==> src/rtl/pong_pkg.sv <==
// Shared playfield constants, FSM state encoding and small geometry helpers
// used by the collision detector and its sub-blocks.
package pong_pkg;

  localparam logic [5:0] GRID_MAX = 6'd63;
  localparam logic [5:0] LPAD_X   = 6'd1;
  localparam logic [5:0] RPAD_X   = 6'd62;

  typedef enum logic [1:0] {
    ST_SERVE = 2'd0,
    ST_PLAY  = 2'd1,
    ST_GOAL  = 2'd2,
    ST_OVER  = 2'd3
  } pong_state_e;

  // True when pos lies within [top, top+height-1]; widened to 7 bits so a
  // paddle near the bottom edge does not wrap back to row 0.
  function automatic logic in_span(input logic [5:0] pos,
                                   input logic [5:0] top,
                                   input logic [6:0] height);
    logic [6:0] pos_w;
    logic [6:0] top_w;
    logic [6:0] bot_w;
    pos_w = {1'b0, pos};
    top_w = {1'b0, top};
    bot_w = top_w + height - 7'd1;
    return (pos_w >= top_w) && (pos_w <= bot_w);
  endfunction

  // Row of the ball relative to the paddle top, clamped to 3 bits.
  function automatic logic [2:0] sat_offset(input logic [5:0] pos,
                                            input logic [5:0] top);
    logic [5:0] diff;
    diff = pos - top;
    if (diff > 6'd7) begin
      return 3'd7;
    end else begin
      return diff[2:0];
    end
  endfunction

endpackage

==> src/rtl/collision_cooldown.sv <==
// Per-class pulse suppression: after a trigger, reports busy for the next
// COOLDOWN frame ticks so the same collision is not reported twice.
module collision_cooldown #(
  parameter int COOLDOWN = 2
) (
  input  logic clk,
  input  logic reset,
  input  logic frame_tick,
  input  logic trigger,
  output logic busy
);

  localparam int CW = (COOLDOWN < 1) ? 1 : $clog2(COOLDOWN + 1);

  logic [CW-1:0] count_r;

  // Reload on a pulse, otherwise count down once per frame tick.
  always_ff @(posedge clk) begin
    if (!reset) begin
      count_r <= '0;
    end else if (trigger) begin
      count_r <= CW'(COOLDOWN);
    end else if (frame_tick && (count_r != '0)) begin
      count_r <= count_r - CW'(1);
    end else begin
      count_r <= count_r;
    end
  end

  assign busy = (count_r != '0);

endmodule

==> src/rtl/collision_detector.sv <==
// Pong rules engine: per frame tick, detects wall and paddle strikes, scores
// goals, sequences serve/goal/game-over and reports everything as registered
// outputs one cycle after the frame tick.
module collision_detector
  import pong_pkg::*;
#(
  parameter int PAD_H       = 8,
  parameter int COOLDOWN    = 2,
  parameter int SERVE_DELAY = 30,
  parameter int WIN_SCORE   = 9
) (
  input  logic       clk,
  input  logic       reset,
  input  logic       frame_tick,
  input  logic [5:0] bx,
  input  logic [5:0] by,
  input  logic       bx_dir,
  input  logic       by_dir,
  input  logic [5:0] lpad_y,
  input  logic [5:0] rpad_y,
  output logic       paddle_collision,
  output logic       ball_collision,
  output logic [2:0] hit_offset,
  output logic       serve,
  output logic [3:0] score_l,
  output logic [3:0] score_r,
  output logic       game_over
);

  localparam int               SCW        = (SERVE_DELAY < 1) ? 1 : $clog2(SERVE_DELAY + 1);
  localparam logic [SCW-1:0]   SERVE_LOAD = SCW'(SERVE_DELAY);
  localparam logic [6:0]       PAD_SPAN   = 7'(PAD_H);
  localparam logic [3:0]       WIN_VAL    = 4'(WIN_SCORE);
  localparam logic [5:0]       LHIT_X     = LPAD_X + 6'd1;
  localparam logic [5:0]       RHIT_X     = RPAD_X - 6'd1;

  pong_state_e     state_r, state_s;
  logic [SCW-1:0]  serve_cnt_r, serve_cnt_s;
  logic            paddle_collision_r, paddle_collision_s;
  logic            ball_collision_r, ball_collision_s;
  logic [2:0]      hit_offset_r, hit_offset_s;
  logic            serve_r, serve_s;
  logic [3:0]      score_l_r, score_l_s;
  logic [3:0]      score_r_r, score_r_s;
  logic            game_over_r, game_over_s;

  logic wall_geom_s, lover_s, rover_s, lhit_s, rhit_s, lgoal_s, rgoal_s;
  logic play_tick_s, paddle_fire_s, wall_fire_s;
  logic paddle_busy_s, wall_busy_s;

  // Geometry: a goal only counts when the ball misses the paddle's rows, so
  // paddle overlap wins over a goal by construction.
  assign wall_geom_s   = ((by == 6'd0) && !by_dir) || ((by == GRID_MAX) && by_dir);
  assign lover_s       = in_span(by, lpad_y, PAD_SPAN);
  assign rover_s       = in_span(by, rpad_y, PAD_SPAN);
  assign lhit_s        = (bx <= LHIT_X) && !bx_dir && lover_s;
  assign rhit_s        = (bx >= RHIT_X) && bx_dir && rover_s;
  assign lgoal_s       = (bx == 6'd0) && !bx_dir && !lover_s;
  assign rgoal_s       = (bx == GRID_MAX) && bx_dir && !rover_s;
  assign play_tick_s   = frame_tick && (state_r == ST_PLAY);
  assign paddle_fire_s = play_tick_s && (lhit_s || rhit_s) && !paddle_busy_s;
  assign wall_fire_s   = play_tick_s && wall_geom_s && !wall_busy_s;

  collision_cooldown #(.COOLDOWN(COOLDOWN)) u_paddle_cd (
    .clk        (clk),
    .reset      (reset),
    .frame_tick (frame_tick),
    .trigger    (paddle_fire_s),
    .busy       (paddle_busy_s)
  );

  collision_cooldown #(.COOLDOWN(COOLDOWN)) u_wall_cd (
    .clk        (clk),
    .reset      (reset),
    .frame_tick (frame_tick),
    .trigger    (wall_fire_s),
    .busy       (wall_busy_s)
  );

  // Next-state and next-output decode for the serve/play/goal/over sequence.
  always_comb begin
    state_s            = state_r;
    serve_cnt_s        = serve_cnt_r;
    paddle_collision_s = paddle_fire_s;
    ball_collision_s   = wall_fire_s;
    serve_s            = 1'b0;
    hit_offset_s       = hit_offset_r;
    score_l_s          = score_l_r;
    score_r_s          = score_r_r;
    game_over_s        = game_over_r;

    if (paddle_fire_s) begin
      hit_offset_s = lhit_s ? sat_offset(by, lpad_y) : sat_offset(by, rpad_y);
    end else begin
      hit_offset_s = hit_offset_r;
    end

    case (state_r)
      ST_SERVE: begin
        if (frame_tick) begin
          if (serve_cnt_r <= SCW'(1)) begin
            serve_s     = 1'b1;
            serve_cnt_s = '0;
            state_s     = ST_PLAY;
          end else begin
            serve_cnt_s = serve_cnt_r - SCW'(1);
          end
        end else begin
          state_s = ST_SERVE;
        end
      end
      ST_PLAY: begin
        if (frame_tick && lgoal_s) begin
          score_r_s = score_r_r + 4'd1;
          state_s   = ST_GOAL;
        end else if (frame_tick && rgoal_s) begin
          score_l_s = score_l_r + 4'd1;
          state_s   = ST_GOAL;
        end else begin
          state_s = ST_PLAY;
        end
      end
      ST_GOAL: begin
        if ((score_l_r == WIN_VAL) || (score_r_r == WIN_VAL)) begin
          state_s     = ST_OVER;
          game_over_s = 1'b1;
        end else begin
          state_s     = ST_SERVE;
          serve_cnt_s = SERVE_LOAD;
        end
      end
      ST_OVER: begin
        state_s     = ST_OVER;
        game_over_s = 1'b1;
      end
      default: begin
        state_s     = ST_SERVE;
        serve_cnt_s = SERVE_LOAD;
      end
    endcase
  end

  // State and output registers; reset wins over any pending update.
  always_ff @(posedge clk) begin
    if (!reset) begin
      state_r            <= ST_SERVE;
      serve_cnt_r        <= SERVE_LOAD;
      paddle_collision_r <= 1'b0;
      ball_collision_r   <= 1'b0;
      hit_offset_r       <= 3'd0;
      serve_r            <= 1'b0;
      score_l_r          <= 4'd0;
      score_r_r          <= 4'd0;
      game_over_r        <= 1'b0;
    end else begin
      state_r            <= state_s;
      serve_cnt_r        <= serve_cnt_s;
      paddle_collision_r <= paddle_collision_s;
      ball_collision_r   <= ball_collision_s;
      hit_offset_r       <= hit_offset_s;
      serve_r            <= serve_s;
      score_l_r          <= score_l_s;
      score_r_r          <= score_r_s;
      game_over_r        <= game_over_s;
    end
  end

  assign paddle_collision = paddle_collision_r;
  assign ball_collision   = ball_collision_r;
  assign hit_offset       = hit_offset_r;
  assign serve            = serve_r;
  assign score_l          = score_l_r;
  assign score_r          = score_r_r;
  assign game_over        = game_over_r;

endmodule

==> config.mk <==
export PLATFORM = sky130hd
export DESIGN_NAME = collision_detector
export DESIGN_NICKNAME = d
export VERILOG_FILES = /design/src/rtl/pong_pkg.sv /design/src/rtl/collision_cooldown.sv /design/src/rtl/collision_detector.sv
export SDC_FILE = /design/constraint.sdc
export NUM_CORES = 1
export LEC_CHECK = 0
export CELL_PAD_IN_SITES_DETAIL_PLACEMENT = 1
export CELL_PAD_IN_SITES_GLOBAL_PLACEMENT = 1
export CORE_ASPECT_RATIO = 0.8
export CORE_MARGIN = 5
export CORE_UTILIZATION = 42
export DETAILED_ROUTE_END_ITERATION = 10
export GPL_TIMING_DRIVEN = 0
export PLACE_DENSITY_LB_ADDON = 0.1
export SLEW_MARGIN = 10
export SYNTH_ARGS = -nofsm -noshare
export SYNTH_HDL_FRONTEND = slang
export SYNTH_SLANG_ARGS = --single-unit
==> constraint.sdc <==
create_clock -name clk -period 6.7 [get_ports clk]
set_input_delay 1.34 -clock clk [delete_from_list [all_inputs] [get_ports clk]]
set_output_delay 1.34 -clock clk [all_outputs]
set_load 0.03 [all_outputs]
## After elaboration in Yosys (flattened, before gate mapping)

Index checks and enable logic that the tools add are counted.
W data, S select, Z words.

- Mux-type cells: 20
- Add/subtract/negate cells: 11
- $lt $le $gt $ge: 9
- Bitwise gates (word level): 2
- Equal/unequal tests: 11
- Reductions and logical operators: 46

Operators with widths:

| cell | number |
|---|---|
| $logic_and A1 B1 Y1 | 21 |
| $mux W2 | 9 |
| $mux W5 | 3 |
| $add A6 B4 Y7 const B | 2 |
| $le A6 B7 Y1 | 2 |
| $sub A7 B1 Y7 const B | 2 |
| $eq A6 B6 Y1 const B | 2 |
| $ge A6 B6 Y1 | 2 |
| $gt A6 B3 Y1 const B | 2 |
| $logic_not A6 Y1 | 2 |
| $reduce_bool A2 Y1 | 6 |
| $sub A6 B6 Y6 | 2 |
| $pmux W5 S2 | 1 |
| $mux W3 | 3 |
| $reduce_and A3 Y1 | 3 |
| $add A4 B1 Y4 const B | 2 |
| $eq A4 B4 Y1 const B | 2 |
| $pmux W2 S4 | 1 |
| $ge A6 B6 Y1 const B | 1 |
| $le A6 B2 Y1 const B | 1 |
| $logic_not A1 Y1 | 6 |
| $ne A2 B2 Y1 const B | 3 |
| $le A5 B1 Y1 const B | 1 |
| $sub A5 B1 Y5 const B | 1 |
| other kinds (11) | 19 |

- Input port bits: 29
- Logic and storage cells: 112
- Register bits: 26
- Output and inout port bits: 15

## Longest topological paths before layout

Gate-level depths: netlist of the first run.

- Depth in word-level cells: 10
- Gate-level depth with buffers: 12
- Depth with buffers taken out: 12

## Cells and area by module

A second synthesis of the first run with hierarchy kept.

- Cells, all modules: 280
- Area, all modules: 2,384.8 um^2

Modules (own cells, without submodules):

| module | area each (um^2) | cells an instance | times used | sequential area each (um^2) |
|---|---|---|---|---|
| collision_detector | 2,152.1 | 258 | 1 | 440.4 |
| collision_cooldown | 116.4 | 11 | 2 | 40.0 |

## Worst setup path before layout of the first run

Ideal clock, no wire load.

- Path type: input port to flip-flop
- Start point: input port rpad_y[1]
- End point: register hit_offset_r[0], in the netlist hit_offset[0]
- Library setup time: 0.083 ns
- Buffers on the path: 0
- Required time: 6.617 ns
- Arrival time: 3.466 ns
- Stages: 12
- Setup slack: 3.152 ns
- Cell sequence: inv_1 -> ha_1 -> nand2b_1 -> nand2_1 -> xnor2_1 -> ha_1 -> a21o_1 -> a21oi_1 -> a221oi_2 -> or4_4 -> a21o_1 -> o221ai_1

- Longest elaborated chain between the ends: 8
- Elaborated cells on any way between the ends: 13
- Those cells by class: add/sub (3); order compare (3); mux (2); reduce/logical (5)

RTL lines:

| item | RTL line | source |
|---|---|---|
| start: declaration | collision_detector.sv:20 | `input logic [5:0] rpad_y,` |
| $add A6 B4 Y7 | pong_pkg.sv:26 | `bot_w = top_w + height - 7'd1;` |
| $sub A7 B1 Y7 | pong_pkg.sv:26 |  |
| $le A6 B7 Y1 | pong_pkg.sv:27 | `return (pos_w >= top_w) && (pos_w <= bot_w);` |
| $logic_and A1 B1 Y1 | pong_pkg.sv:27 |  |
| $logic_and A1 B1 Y1 | collision_detector.sv:57 | `assign rhit_s = (bx >= RHIT_X) && bx_dir && rover_s;` |
| $logic_or A1 B1 Y1 | collision_detector.sv:61 | `assign paddle_fire_s = play_tick_s && (lhit_s \|\| rhit_s) && !paddle_busy_s;` |
| $logic_and A1 B1 Y1 (2 in series) | collision_detector.sv:61 |  |
| end signal: assignment | collision_detector.sv:160 | `hit_offset_r <= hit_offset_s;` |
| end: declaration | collision_detector.sv:41 | `logic [2:0] hit_offset_r, hit_offset_s;` |

Parallel ways exist; a longest one is shown, timed or not.
A chain may end at the register's enable or synchronous reset.

## Worst setup path in the final report of the first run

- Start point: input port lpad_y[2]
- End point: register hit_offset_r[2], in the netlist hit_offset[2]

- Longest elaborated chain between the ends: 8
- Elaborated cells on any way between the ends: 13
- Those cells by class: add/sub (3); order compare (3); mux (2); reduce/logical (5)

RTL lines:

| item | RTL line | source |
|---|---|---|
| start: declaration | collision_detector.sv:19 | `input logic [5:0] lpad_y,` |
| $add A6 B4 Y7 | pong_pkg.sv:26 |  |
| $sub A7 B1 Y7 | pong_pkg.sv:26 |  |
| $le A6 B7 Y1 | pong_pkg.sv:27 |  |
| $logic_and A1 B1 Y1 | pong_pkg.sv:27 |  |
| $logic_and A1 B1 Y1 | collision_detector.sv:56 | `assign lhit_s = (bx <= LHIT_X) && !bx_dir && lover_s;` |
| $logic_or A1 B1 Y1 | collision_detector.sv:61 |  |
| $logic_and A1 B1 Y1 (2 in series) | collision_detector.sv:61 |  |

Parallel ways exist; a longest one is shown, timed or not.

==> run_results.csv, run 1 <==
group,metric,value,unit
die,ioPinCount,44,
critical_path,ff2ff_setup_slack,4.85,ns
sta,fin_skew,0.00237,ns
placed_design,dpl.hpwl,5760,µm
cells_and_area,post-route-util,0.543,
critical_path,path_max_fanout,5,
run_status,status,"complete, no violations",
global_routing,grt_start_max_net_pins,15,
clocking,cts_buffers,3,
clocking,cts-root-buf,"clkbuf_8",
drt,drt-met1-wl,3430,µm
drt,met3_wirelength,191,µm
global_routing,grt.total_usage,0.189,
placed_design,finalWeightedCongestion,0.776,
sta,slew_violations,0,
synthesis,yosys-top-cells-count,"ha_1 (34), inv_1 (31), nor2_1 (27)",
critical_path,arrival,4.26,ns
min_path,min_delay_path_depth,2,
critical_path,cp_data_required_time,6.84,ns
synthesis,synth.most_common_cell,"ha_1",
synthesis,post_synth.cell_area_avg,8.03,µm²
global_routing,grt_overflow,0,
sta,post-route-period-util,0.615,
drt,wl,6800,µm
die,die_x,94.8,µm
cells_and_area,diodes,0,
synthesis,ys.flop_type,"dfxtp_1",
critical_path,cpPeakStageDelay,0.54,ns
sta,finalSetupViolations,0,
synthesis,synth-async-reset-ratio,0,
sta,final.setup.tns,0,ns
synthesis,synth_warnings,0,
critical_path,cp_slowest_cell,"clkdlybuf4s50_1",
global_routing,grt_pass1_vias,2415,
synthesis,synth_seq_area_share,0.215,
power_and_ir_drop,total_power,409,µW
min_path,hp-start,"u_paddle_cd.count_r[0]$_SDFFE_PP0P_",
drt,top_layer,"met4",
power_and_ir_drop,leakage,0.00119,µW
drt,drtAntennaViolNets,0,
cells_and_area,fin_area,0.00300,mm²
synthesis,synth_area_leaders,"dfxtp_1 (22%), ha_1 (18%), inv_1 (4.8%), nor2_1 (4.2%), a21oi_1 (4.1%)",
die,dieArea,0.00738,mm²
sta,slew_headroom,0.369,
drt,wl_met2,3170,µm
clocking,postCtsSetupRepairBufs,0,
global_routing,grt_pass1_wl,11400,µm
critical_path,crit_path_start_kind,"input port",
die,row_count,24,
clocking,htreeDepth,1,
clocking,clock_sinks,26,
cells_and_area,fillers,711,
sta,fmax,243,MHz
drt,drc,0,
synthesis,synth-edff-count,0,
sta,fin_crit,4.12,ns
critical_path,end_kind,"register",
drt,wl_per_cell,16.0,µm
placed_design,place_area,0.00294,mm²
critical_path,reg2reg_from,"state_r[0]$_SDFFE_PN0P_",
sta,whs,0.480,ns
drt,vias,2385,
power_and_ir_drop,ir_worst_vdd,0.0000660,V
drt,vias_per_cell,5.60,
die,core,0.00553,mm²
die,initial_core_util,0.437,
drt,firstDrtPassIters,4,
global_routing,antenna_found_initial,0,
critical_path,reg2reg_depth,4,
cells_and_area,area_growth,24.1,%
die,fp.dieH,77.8,µm
synthesis,synth_fp_nets,366,
critical_path,timing.rr.end,"score_l[3]$_SDFFE_PN0P_",
clocking,ctsResizeCount,0,
sta,final_hold_viol_count,0,
min_path,hp-class,"reg2reg",
clocking,clock_path_buffers,2,
synthesis,synth_top_area_share,0.215,
sta,worst_slew_pin_slew,0.937,ns
critical_path,crit_chain,"clkdlybuf4s50_1 -> nor3_1 -> or3_1 -> xnor2_1 -> ha_1 -> nand3_1 -> a2bb2oi_1 -> o21ai_1 -> and3_1 -> o31ai_1 -> o221ai_1",
synthesis,synth_cells,301,
synthesis,synth_cell_types,52,
critical_path,criticalPathCategory,"in2reg",
clocking,clock_latency,0.27,ns
power_and_ir_drop,power_density,136,mW/mm²
cells_and_area,nets,414,
placed_design,io_buffer_count,43,
min_path,whs_endpoint,"u_paddle_cd.count_r[0]$_SDFFE_PP0P_",
drt,drt_iter0_markers,66,
clocking,cts_tree,"done",
clocking,cts.hold.buffers_added,0,
synthesis,syn-cell-area,0.00242,mm²
flow_run,maxCapViolations,0,
cells_and_area,drive_above_1_share,0.0460,
synthesis,synth_seq_cells,26,
sta,rsz0062_at_grt,"no",
synthesis,synth_top_area_cell,"dfxtp_1",
clocking,path_clk_slew,0.09,ns
==> through the flow <==
stage / setup slack, ns / std cells
floorplan: 3.15 / 301
global placement: 2.35 / 422
detailed placement: 2.31 / 422
CTS: 2.59 / 426
global route: 2.37 / 426
finish: 2.58 / 426
==> worst max-delay path by stage <==
stage,startpoint,endpoint,slack [ns],cells past startpoint
final,lpad_y[2],hit_offset[2]$_SDFFE_PN0P_,2.58,11
after global placement,rpad_y[0],hit_offset[0]$_SDFFE_PN0P_,2.35,13
after CTS,rpad_y[0],score_l[3]$_SDFFE_PN0P_,2.59,13
after floorplan,rpad_y[1],hit_offset[0]$_SDFFE_PN0P_,3.15,12
after global routing,rpad_y[0],score_l[3]$_SDFFE_PN0P_,2.37,13
after detailed placement,rpad_y[0],score_l[3]$_SDFFE_PN0P_,2.31,13
==> cell usage in the layout (no fill, tap or decap), drive strengths merged, types with 2 or more instances in the layout <==
cell	instances
a2111oi	3
a211o	2
a211oi	2
a21boi	2
a21o	5
a21oi	21
and2	3
and3	6
clkbuf	7
clkdlybuf4s50	43
dfxtp	26
fa	2
ha	34
inv	31
mux2i	2
nand2	14
nand2b	9
nand3	15
nand3b	3
nand4	8
nor2	27
nor2b	4
nor3	6
nor3b	2
nor4	2
o211ai	6
o21a	5
o21ai	14
o221ai	3
o22ai	2
o31ai	6
or3	7
or3b	2
or4	2
xnor2	9
xor2	4
==> power breakdown <==
part           total, µW  leakage, µW  switching [µW]  internal [µW]
Combinational        144     0.000949            79.0           65.0
Clock                102    0.0000288            49.8           52.5
Sequential           163     0.000210            3.77            159
==> registers in the layout, indices dropped and copies added (netlist names), 2 cells and up <==
signal               cells
hit_offset               3
score_l                  4
score_r                  4
serve_cnt_r              5
state_r                  2
u_paddle_cd.count_r      2
u_wall_cd.count_r        2
==> final cells by class <==
cell class	count	area (µm²)	share of cell area
multi-input combinational	241	1770	0.589
sequential	26	520	0.174
timing repair buffer	43	430	0.144
inverter	31	116	0.0388
tap	78	97.6	0.0325
clock buffer	4	55.1	0.0184
buffer	3	11.3	0.00375
==> per-layer routing <==
layer,vias up,GRT usage
met5,-,0
li1,1197,-
met3,2,0.0280
met4,0,0.0115
met1,1155,0.267
met2,31,0.317
==> worst max-delay path: cells and delay by family <==
family / cells / cell delay, ns
xor gates and xnor gates: 1 / 0.19
adders and majority gates: 1 / 0.27
buffers and inverters: 1 / 0.54
AOI/OAI and AO/OA: 4 / 1.08
and+or+nand+nor: 4 / 0.85
==> cells by family (layout without fill, tap and decap cells) <==
| logic type | count (synthesis) | after routing | share of synthesized area |
|---|---|---|---|
| multiplexers | 2 | 2 | 0.00829 |
| XOR/XNOR | 13 | 13 | 0.0471 |
| adder cells (fa/ha/maj) | 36 | 36 | 0.193 |
| AND/OR/NAND/NOR | 110 | 110 | 0.247 |
| flip-flops | 26 | 26 | 0.215 |
| buffers and inverters | 34 | 81 | 0.0528 |
| AO/OA/AOI/OAI | 80 | 80 | 0.237 |
No activity file was read; power rests on OpenSTA's default activity.
==> run 2, diff against run 1 <==
--- a/config.mk
+++ b/config.mk
@@ -9,7 +9,7 @@
 export CELL_PAD_IN_SITES_GLOBAL_PLACEMENT = 1
 export CORE_ASPECT_RATIO = 0.8
 export CORE_MARGIN = 5
-export CORE_UTILIZATION = 42
+export CORE_UTILIZATION = 39
 export DETAILED_ROUTE_END_ITERATION = 10
 export GPL_TIMING_DRIVEN = 0
 export PLACE_DENSITY_LB_ADDON = 0.1
==> constraint.sdc (replaced) <==
create_clock -name clk -period 3.88 [get_ports clk]
set_input_delay 0.776 -clock clk [delete_from_list [all_inputs] [get_ports clk]]
set_output_delay 0.776 -clock clk [all_outputs]
set_load 0.03 [all_outputs]
==> run_results.csv, run 2 (synthesis gave the netlist of run 1 again) <==
group,metric,value,unit
sta,slew_violations,0,
die,ioPinCount,44,
cells_and_area,largest_reg_flops,5,
die,die_x,98,µm
cells_and_area,nets,414,
drt,vias,2296,
placed_design,dp.cells,425,
clocking,postCtsSetupRepairBufs,0,
cells_and_area,mostFrequentLayoutCell,"clkdlybuf4s50_1",
die,initial_core_util,0.404,
critical_path,cp_top_family,"compound AO/OA/AOI/OAI gates",
critical_path,path_buf_inv,2,
sta,post-route-period-util,0.912,
clocking,htreeDepth,1,
cells_and_area,drive_above_1_share,0.0432,
die,row_count,25,
drt,drtAntennaViolNets,0,
power_and_ir_drop,leakage,0.00118,µW
drt,wl_per_cell,15.4,µm
drt,drt_iter0_markers,60,
critical_path,crit_path_start_kind,"input port",
sta,fmax,283,MHz
global_routing,grt_pass1_vias,2412,
sta,slew_headroom,0.430,
global_routing,antenna_found_initial,0,
cells_and_area,regMostFlops,"serve_cnt_r",
die,core,0.00597,mm²
clocking,ctsResizeCount,0,
cells_and_area,fin_cells,428,
drt,drc,0,
sta,finalSetupViolations,0,
global_routing,grt.total_usage,0.173,
clocking,clock_latency,0.27,ns
critical_path,cp_data_required_time,4.06,ns
global_routing,grt_start_max_net_pins,14,
drt,wl,6590,µm
sta,fin_skew,0.00486,ns
cells_and_area,fin_area,0.00299,mm²
cells_and_area,mostFrequentLayoutCells,"clkdlybuf4s50_1 (43), ha_1 (34), inv_1 (31)",
clocking,clock_sinks,26,
die,dieArea,0.00788,mm²
drt,firstDrtPassIters,4,
critical_path,ff2ff_setup_slack,2.09,ns
power_and_ir_drop,ir_worst_vdd,0.0000941,V
sta,rsz0062_at_grt,"no",
placed_design,io_buffer_count,43,
die,fp.dieH,80.4,µm
placed_design,finalWeightedCongestion,0.785,
cells_and_area,post-route-util,0.500,
sta,final_hold_viol_count,0,
critical_path,arrival,3.72,ns
clocking,path_clk_slew,0.08,ns
flow_run,maxCapViolations,0,
critical_path,path_max_fanout,5,
global_routing,grt_pass1_wl,11300,µm
sta,fin_crit,3.54,ns
critical_path,cpPeakStageDelay,0.57,ns
clocking,cts.hold.buffers_added,0,
run_status,status,"complete, no violations",
sta,final.setup.tns,0,ns
critical_path,criticalPathCategory,"in2reg",
clocking,clock_path_buffers,2,
global_routing,grt_overflow,0,
drt,vias_per_cell,5.36,
sta,worst_slew_pin_slew,0.848,ns
clocking,cts-root-buf,"clkbuf_8",
placed_design,dpl.hpwl,5560,µm
critical_path,end_kind,"register",
critical_path,cp_slowest_cell,"or4_4",
cells_and_area,diodes,0,
critical_path,crit_chain,"clkdlybuf4s50_1 -> inv_1 -> ha_1 -> nand2b_1 -> nand2_1 -> xnor2_1 -> ha_1 -> a21o_1 -> a21oi_1 -> a221oi_2 -> or4_4 -> a21o_1 -> o221ai_1",
cells_and_area,area_growth,23.7,%
min_path,hp-class,"reg2reg",
placed_design,place_area,0.00295,mm²
clocking,cts_buffers,3,
clocking,cts_tree,"done",
power_and_ir_drop,power_density,228,mW/mm²
## run 2: final cells by class
| cell class | count | area [µm²] |
|---|---|---|
| Tap cell | 81 | 101 |
| Inverter | 31 | 116 |
| Sequential cell | 26 | 520 |
| Fill cell | 740 | 2990 |
| Multi-Input combinational cell | 241 | 1770 |
| Buffer | 3 | 11.3 |
| Timing Repair Buffer | 43 | 430 |
| Clock buffer | 3 | 41.3 |
## run 2: worst register-to-register path: cells and delay by family (launching register included)
kind,cells,cell delay (ns)
flip-flops,1,0.35
AO/OA/AOI/OAI,2,0.47
AND/OR/NAND/NOR,2,0.83
## run 2: power breakdown
group,switching [µW],total (µW),internal (µW)
registers,6.05,280,274
clock network,81.0,151,69.7
logic,138,251,113
total,225,682,457
## run 2: per-stage QoR
step | setup WS [ns] | hold WS (ns) | total power [µW]
floorplan | 0.896 | 0.435 | 448
global placement | 0.0959 | 0.448 | 525
detailed placement | 0.0392 | 0.455 | 535
CTS | 0.319 | 0.468 | 689
global route | 0.131 | 0.500 | 737
finish | 0.341 | 0.466 | 682
## run 2: path summary, 6_finish.rpt
path | start | to | cells after the start
setup / recovery | rpad_y[0] | hit_offset[2]$_SDFFE_PN0P_ | 13
hold / removal | u_paddle_cd.count_r[0]$_SDFFE_PP0P_ | u_paddle_cd.count_r[0]$_SDFFE_PP0P_ | 2
setup reg to reg | state_r[1]$_SDFFE_PN0P_ | serve_cnt_r[3]$_SDFFE_PN1P_ | 4
hold reg to reg | u_paddle_cd.count_r[0]$_SDFFE_PP0P_ | u_paddle_cd.count_r[0]$_SDFFE_PP0P_ | 2
## run 2: per-layer routing
layer	share of wire	vias to the layer above	wire, µm	GRT usage
met5	0	-	0	0
met4	0.0029	0	19	0.0194
met3	0.030	3	195	0.0243
met2	0.44	34	2880	0.287
met1	0.53	1065	3500	0.247
li1	-	1194	-	-
